<file path="src/rtl/alu_arbiter.sv">
// Two-requester front end for one shared combinational ALU: arbitrate, issue, register result.
// Optional ALU_ARB_ROUND_ROBIN_EN: alternate ties between requesters (default: requester 0 wins ties).
module alu_arbiter (
  input  logic        input_CLK,
  input  logic        input_Reset_n,
  input  logic        input_Req0,
  input  logic        input_Req1,
  input  logic [15:0] input_A0,
  input  logic [15:0] input_B0,
  input  logic [15:0] input_A1,
  input  logic [15:0] input_B1,
  input  logic [3:0]  input_Op0,
  input  logic [3:0]  input_Op1,
  output logic        output_Grant0,
  output logic        output_Grant1,
  output logic [15:0] output_ALU_A,
  output logic [15:0] output_ALU_B,
  output logic [3:0]  output_ALU_Op,
  input  logic [15:0] input_ALU_Result,
  input  logic        input_ALU_Zero,
  input  logic        input_ALU_Negative,
  input  logic        input_ALU_Carry,
  output logic [15:0] output_Result,
  output logic        output_Zero,
  output logic        output_Negative,
  output logic        output_Carry,
  output logic        output_Valid0,
  output logic        output_Valid1,
  output logic        output_OpError
);

  typedef enum logic [1:0] {IDLE, ISSUE, DONE} state_t;

  state_t      state, state_nxt;
  logic        any_req, arb_en, pick, winner, undef_op;
  logic [15:0] lat_a, lat_b;
  logic [3:0]  lat_op;

  assign any_req = input_Req0 | input_Req1;
  assign arb_en  = any_req & ((state == IDLE) | (state == DONE));

`ifdef ALU_ARB_ROUND_ROBIN_EN
  logic rr_ptr;  // requester that wins the next tie

  always_comb begin
    pick = 1'b0;
    if (input_Req0 & input_Req1) pick = rr_ptr;
    else                         pick = input_Req1;
  end

  // Point at whoever lost the latest grant, so a tie goes to the one not served last.
  always_ff @(posedge input_CLK or negedge input_Reset_n) begin
    if (!input_Reset_n)  rr_ptr <= 1'b0;
    else if (arb_en)     rr_ptr <= ~pick;
  end
`else
  assign pick = ~input_Req0;
`endif

  always_comb begin
    case (lat_op)
      4'b1001, 4'b1010, 4'b1011, 4'b1101, 4'b1110, 4'b1111: undef_op = 1'b1;
      default:                                              undef_op = 1'b0;
    endcase
  end

  always_comb begin
    state_nxt = state;
    case (state)
      IDLE:    if (any_req) state_nxt = ISSUE;
      ISSUE:   state_nxt = DONE;
      DONE:    state_nxt = any_req ? ISSUE : IDLE;
      default: state_nxt = IDLE;
    endcase
  end

  always_ff @(posedge input_CLK or negedge input_Reset_n) begin
    if (!input_Reset_n) state <= IDLE;
    else                state <= state_nxt;
  end

  // Latched operands drive the ALU directly; they only change on an arbitration edge.
  assign output_ALU_A  = lat_a;
  assign output_ALU_B  = lat_b;
  assign output_ALU_Op = lat_op;

  always_ff @(posedge input_CLK or negedge input_Reset_n) begin
    if (!input_Reset_n) begin
      winner          <= 1'b0;
      lat_a           <= '0;
      lat_b           <= '0;
      lat_op          <= '0;
      output_Grant0   <= 1'b0;
      output_Grant1   <= 1'b0;
      output_Valid0   <= 1'b0;
      output_Valid1   <= 1'b0;
      output_OpError  <= 1'b0;
      output_Result   <= '0;
      output_Zero     <= 1'b0;
      output_Negative <= 1'b0;
      output_Carry    <= 1'b0;
    end else begin
      output_Grant0  <= arb_en & ~pick;
      output_Grant1  <= arb_en & pick;
      output_Valid0  <= (state == ISSUE) & ~winner;
      output_Valid1  <= (state == ISSUE) & winner;
      output_OpError <= (state == ISSUE) & undef_op;
      if (arb_en) begin
        winner <= pick;
        lat_a  <= pick ? input_A1  : input_A0;
        lat_b  <= pick ? input_B1  : input_B0;
        lat_op <= pick ? input_Op1 : input_Op0;
      end
      if (state == ISSUE) begin
        // Undefined opcodes still reach the ALU, but their result is replaced by a clean zero.
        output_Result   <= undef_op ? 16'h0000 : input_ALU_Result;
        output_Zero     <= undef_op | input_ALU_Zero;
        output_Negative <= ~undef_op & input_ALU_Negative;
        output_Carry    <= ~undef_op & input_ALU_Carry;
      end
    end
  end

endmodule

</file>
<file path="config.mk">
export PLATFORM = sky130hd
export DESIGN_NAME = alu_arbiter
export DESIGN_NICKNAME = d
export VERILOG_FILES = /design/src/rtl/alu_arbiter.sv
export SDC_FILE = /design/constraint.sdc
export NUM_CORES = 1
export LEC_CHECK = 0
export BUFFER_PORTS_ARGS = -buffer_cell sky130_fd_sc_hd__buf_2
export CAP_MARGIN = 25
export CELL_PAD_IN_SITES_DETAIL_PLACEMENT = 0
export CELL_PAD_IN_SITES_GLOBAL_PLACEMENT = 1
export CORE_MARGIN = 4
export CORE_UTILIZATION = 35
export CTS_CLUSTER_SIZE = 30
export DETAILED_ROUTE_END_ITERATION = 16
export PLACE_DENSITY_LB_ADDON = 0.1
export SLEW_MARGIN = 20
export SYNTH_ARGS = -nofsm -noshare
export SYNTH_HDL_FRONTEND = slang
export SYNTH_SLANG_ARGS = --single-unit
export TNS_END_PERCENT = 100
</file>
<file path="constraint.sdc">
create_clock -name input_CLK -period 1.6 [get_ports input_CLK]
set_clock_uncertainty 0.15 [all_clocks]
set_input_delay 0.08 -clock input_CLK [delete_from_list [all_inputs] [get_ports input_CLK]]
set_output_delay 0.08 -clock input_CLK [all_outputs]
set_load 0.03 [all_outputs]
</file>
Word level (Yosys, flattened, before mapping)
Index checks and enable logic that the tools add are counted.
{ "word_totals": {"memories": 0, "rom_bits": 0, "output_inout_bits": 60, "regBits": 63, "ramBits": 0, "latch_bits": 0} }
{ "classes": {"shift": 0, "eq_ne": 9, "n_addsub": 0, "n_lt_le_gt_ge": 0, "n_mux": 8, "n_reduce_logical": 2, "div_mod_pow": 0, "n_bitwise": 14, "n_mul": 0} }
{ "ops": {"columns": ["operator", "count"], "rows": [
  ["two-way mux 16 bit", 3],
  ["equality test 4 bit (second input constant)", 6],
  ["bitwise AND 1 bit", 8],
  ["case mux 2 bit (3 select lines)", 1],
  ["OR reduction 6 bit", 1],
  ["two-way mux 4 bit", 1],
  ["NOT 1 bit", 3],
  ["OR 1 bit", 3],
  ["equality test 2 x 1 -> 1 bit (second input constant)", 1],
  ["equality test 2 bit (second input constant)", 1],
  ["logical NOT 2 bit", 1],
  ["two-way mux 1 bit", 2],
  ["two-way mux 2 bit", 1],
  ["!= test 2 bit (second input constant)", 1]
]} }

Depth between registers and ports, before layout
{ "depth": {"depth_word": 5, "mapped_depth": 4, "mapped_depth_nobuf": 3} }

Worst setup path before layout
No wires, ideal clock.
{ "synth_path": {"kind": "input to register", "from": "input port state[0]", "to": "register lat_a[10], in the netlist output_ALU_A[10]", "slack_ps": 101, "arrival_time_ps": 1224, "t_required_ps": 1325, "setup_ps": 125, "n_path_buf": 2, "stages": 5, "path_cell_list": "dfrtp_1 o21ba_2 buf_6 buf_6 mux2_4"} }
{ "synth_via": {"elab_chain_len": 3, "elab_cells_between_ends": 4, "classes_between": "eq/ne (1); bitwise (2); reduce/logical (1)"} }
{ "synth_rtl": {"columns": ["item", "line", "text"], "rows": [
  ["from (decl)", "34", "state_t state, state_nxt;"],
  ["equality test 2 bit / logical NOT 2 bit (equally long branches)", "40", "assign arb_en = any_req & ((state == IDLE) | (state == DONE));"],
  ["OR 1 bit *", "40", null],
  ["bitwise AND 1 bit *", "40", null],
  ["to (signal assigned)", "110", "lat_a <= pick ? input_A1 : input_A0;"],
  ["to (decl)", "36", "logic [15:0] lat_a, lat_b;"]
]} }
Every way passes the cells marked *; elsewhere a longest branch is shown, timed or not.
A chain may end at the register's enable or synchronous reset.

Worst setup path after layout
{ "layout_path": {"from": "input port state[0]", "to": "register lat_a[8], in the netlist output_ALU_A[8]"} }
Same word-level chain as after synthesis.

==> impl_summary.txt <==
----------------------------------------------------
[Detailed routing]
  Routed vias ... 2602
  First DRT Iteration DRCs ... 46
  DRC viols ... 0
  Wire length after detailed routing ... 8.80 mm
  Drt first pass iters ... 4
  Final routed wire length divided by cell count ... 15.6 microns
  Antenna Nets Post-Route ... 0
  DR vias/cell ... 4.61

[Power and ir drop]
  Switching power summed over all nets ... 2.04 mW
  Power share of the combinational group ... 39.3%
  Share of power burned in the clock network ... 23.3%
  Leakage power ... 2.49 nW
  Switching fraction of total power ... 35.9%
  Total power draw ... 5.69 mW
  Power density over the cells ... 1120 nW/um^2
  Int Pwr ... 3.64 mW
  Worst supply voltage drop on vdd ... 0.532 mV
  Sequential share of power ... 37.5%

[Global route]
  Global-route wire length before repair ... 14.2 mm
  GRT Util Overall ... 18.0%
  Number of global-route vias before repair ... 2916
  Number of antenna violations at the first check in global routing ... 0
  Largest net degree at the start of global routing ... 64
  Total congestion overflow ... 0

[Clock tree]
  Number of buffers created by CTS ... 9
  Clock transition at the registers of the reported paths ... 70 ps
  Longest Clk Path Bufs ... 2
  Clock tree from TritonCTS ... built
  Post-cts repair resize count ... 0
  Root Buffer ... clkbuf_8
  Post-CTS Setup Repair Bufs ... 0
  CTS H-tree depth ... 3
  Worst-skew pair later-pin latency ... 340 ps
  Clk sink count ... 63

[Place]
  Count of port buffers added during placement ... 154
  Cell count after placement ... 455
  Gp weighted congestion ... 0.696
  Final HPWL from detailed placement ... 5.44 mm
  Worst slack at placement ... 104 ps
  Placed cell areas ... 3960 sq um

[Cells and area]
  Most common library cell in the layout ignoring fill and taps ... buf_2
  Proportion of layout cells with a drive suffix above 1 ... 55.1%
  Filler cell count ... 686
  Most used cells in the layout excluding fill and tap cells ... buf_2, dlygate4sd3_1, dfrtp_1
  Net count of the finished layout ... 549
  Final instance count without filler cells ... 564
  Total non-filler cell area in the finished layout ... 5080 sq um
  Synth-to-Final Area Change ... 68.4%
  Sequential standard cell area ... 1580 sq um
  Antenna diode instance count ... 0
  Multi-input gate area ... 1320 sq um
  Final core occ ... 61.2%

[Setup path]
  Worst EP arrival ... 1570 ps
  Longest individual stage delay on the worst path ... 370 ps
  Critical path startpoint category ... register
  Source of the worst register-to-register timing path ... state[0]
  WP data required ... 1670 ps
  Cell type group with the largest total delay on the critical path ... flip-flops
  FF-to-FF path depth ... 3
  Crit path depth ... 3
  Number of buffers and inverters on the critical path ... 1
  Capturing instance or port of the critical path ... output_ALU_A[8]
  Highest fanout seen on the critical path ... 17
  Setup crit end kind ... register
  Master of the slowest instance on the critical path ... dfrtp_1
  Register-to-register setup slack ... 110 ps
  Crit path kind ... reg2reg
  Start point of the critical path ... state[0]
  End of the worst register-to-register path ... output_ALU_A[8]
  Critical Path, Cell by Cell ... o21ba_2 -> buf_12 -> mux2_2

[Timing]
  Maximum clock frequency ... 0.669 GHz
  Period minus WS final ... 1490 ps
  Slew at the pin closest to its max-slew limit ... 664 ps
  Total negative slack ... 0 ps
  Final setup violation count ... 0
  Hold Worst Slack ... 114 ps
  Worst Slack Setup Final ... 105 ps
  Period utilisation layout ... 93.4%
  RSZ-0062 raised after global routing ... false
  Relative max-transition margin ... 55.7%
  Count of pins over their slew limit ... 0
  Final hold violations ... 0

[Logic synthesis]
  Total of flip-flops plus latches after synthesis ... 63
  Unique cell type count in the Yosys netlist ... 19
  Post-Syn Nets ... 296
  Warning count from the yosys run ... 0
  Synthesized netlist cell count ... 201
  Cell Area, Synth ... 3020 sq um
  Share of the yosys chip area belonging to registers ... 52.3%
  Per-instance average area after synthesis ... 15.0 sq um

[Floorplan]
  Site row count ... 33
  Starting density of the core ... 36.3%
  Core footprint ... 8300 sq um
  Y dimension of the die ... 101 microns
  Overall die width ... 101 microns
  Die Outline Area ... 10200 sq um
  IO Pins ... 155

[Run]
  Max-cap viol count ... 0

[Run status]
  Run status ... complete, no violations

[Min path]
  Worst hold-check path type ... in2reg
  Number of instances on the worst hold path ... 3

----------------------------------------------------
power groups by stage:
stage / registers, mW / logic (mW) / clock network (mW)
finish: 2.13 / 2.23 / 1.32
global route: 2.18 / 2.37 / 1.43
CTS: 2.13 / 2.25 / 1.37
detailed placement: 2.15 / 2.08 / 0
global placement: 2.15 / 2.06 / 0
floorplan: 2.85 / 0.686 / 0
flip-flops by register name, summed over array words and instances, names as in the netlist:
| register | count |
|---|---|
| output_Grant0 | 1 |
| output_ALU_A | 16 |
| output_Valid0 | 1 |
| output_Valid1 | 1 |
| winner | 1 |
| output_Negative | 1 |
| output_Carry | 1 |
| output_OpError | 1 |
| output_Result | 16 |
| state | 2 |
| output_Zero | 1 |
| output_Grant1 | 1 |
| output_ALU_B | 16 |
| output_ALU_Op | 4 |
synth_stat cells:
library cell  count  share of area (%)
dfrtp_1          63                 52
mux2_4           38                 19
mux2_2           34                 13
nand3b_1         18                4.5
o2bb2ai_1        18                5.2
buf_6             6                2.2
clkbuf_1          6               0.75
buf_2             3               0.50
nor2_1            3               0.37
inv_1             2               0.25
nor3b_1           2               0.50
a2bb2oi_1         1               0.29
buf_1             1               0.12
nand2b_1          1               0.21
nor2b_1           1               0.21
o21a_1            1               0.25
o21ai_0           1               0.17
o21ba_2           1               0.33
o21bai_1          1               0.25
what timing repair did:
item | in CTS | in global routing
endpoints found under the setup margin | 0 | 0
hold endpoints to repair | 119 | 0
hold buffers | 93 | 0
worst register-to-register path: stages, from the launching register on:
cell	delay, ps
dfrtp_1	370
o21ba_2	310
buf_12	190
mux2_2	350
layout make-up:
class,instances,share of cell area [%]
sequential,63,31.0
inverter,2,0.148
clock inverter,2,0.246
tap,105,2.59
timing repair buffer,258,36.3
multi-input combinational,120,26.1
clock buffer,14,3.60
how the worst min path moves through the flow:
stage | from | to | slack (ps)
floorplan | input_Reset_n | output_ALU_A[0] | -370
global placement | input_Reset_n | output_Result[0] | -30
detailed placement | input_Reset_n | output_Result[2] | -30
CTS | input_Req0 | output_Grant1 | 100
global route | input_Req0 | output_Grant0 | 110
finish | input_Req0 | output_Grant1 | 110
per-layer routing:
metal	share of wire [%]	global-route usage, %
met4	2.3	6.53
met1	40	21.0
met3	6.7	6.02
met5	0	0
met2	51	30.8
cell families after synthesis:
| family | Yosys count | synth area share, % |
|---|---|---|
| flops | 63 | 52.3 |
| mux | 72 | 31.6 |
| compound gates | 23 | 6.51 |
| buf+inv | 18 | 3.86 |
| simple gates | 25 | 5.77 |
No activity file was read; power rests on OpenSTA's default activity.
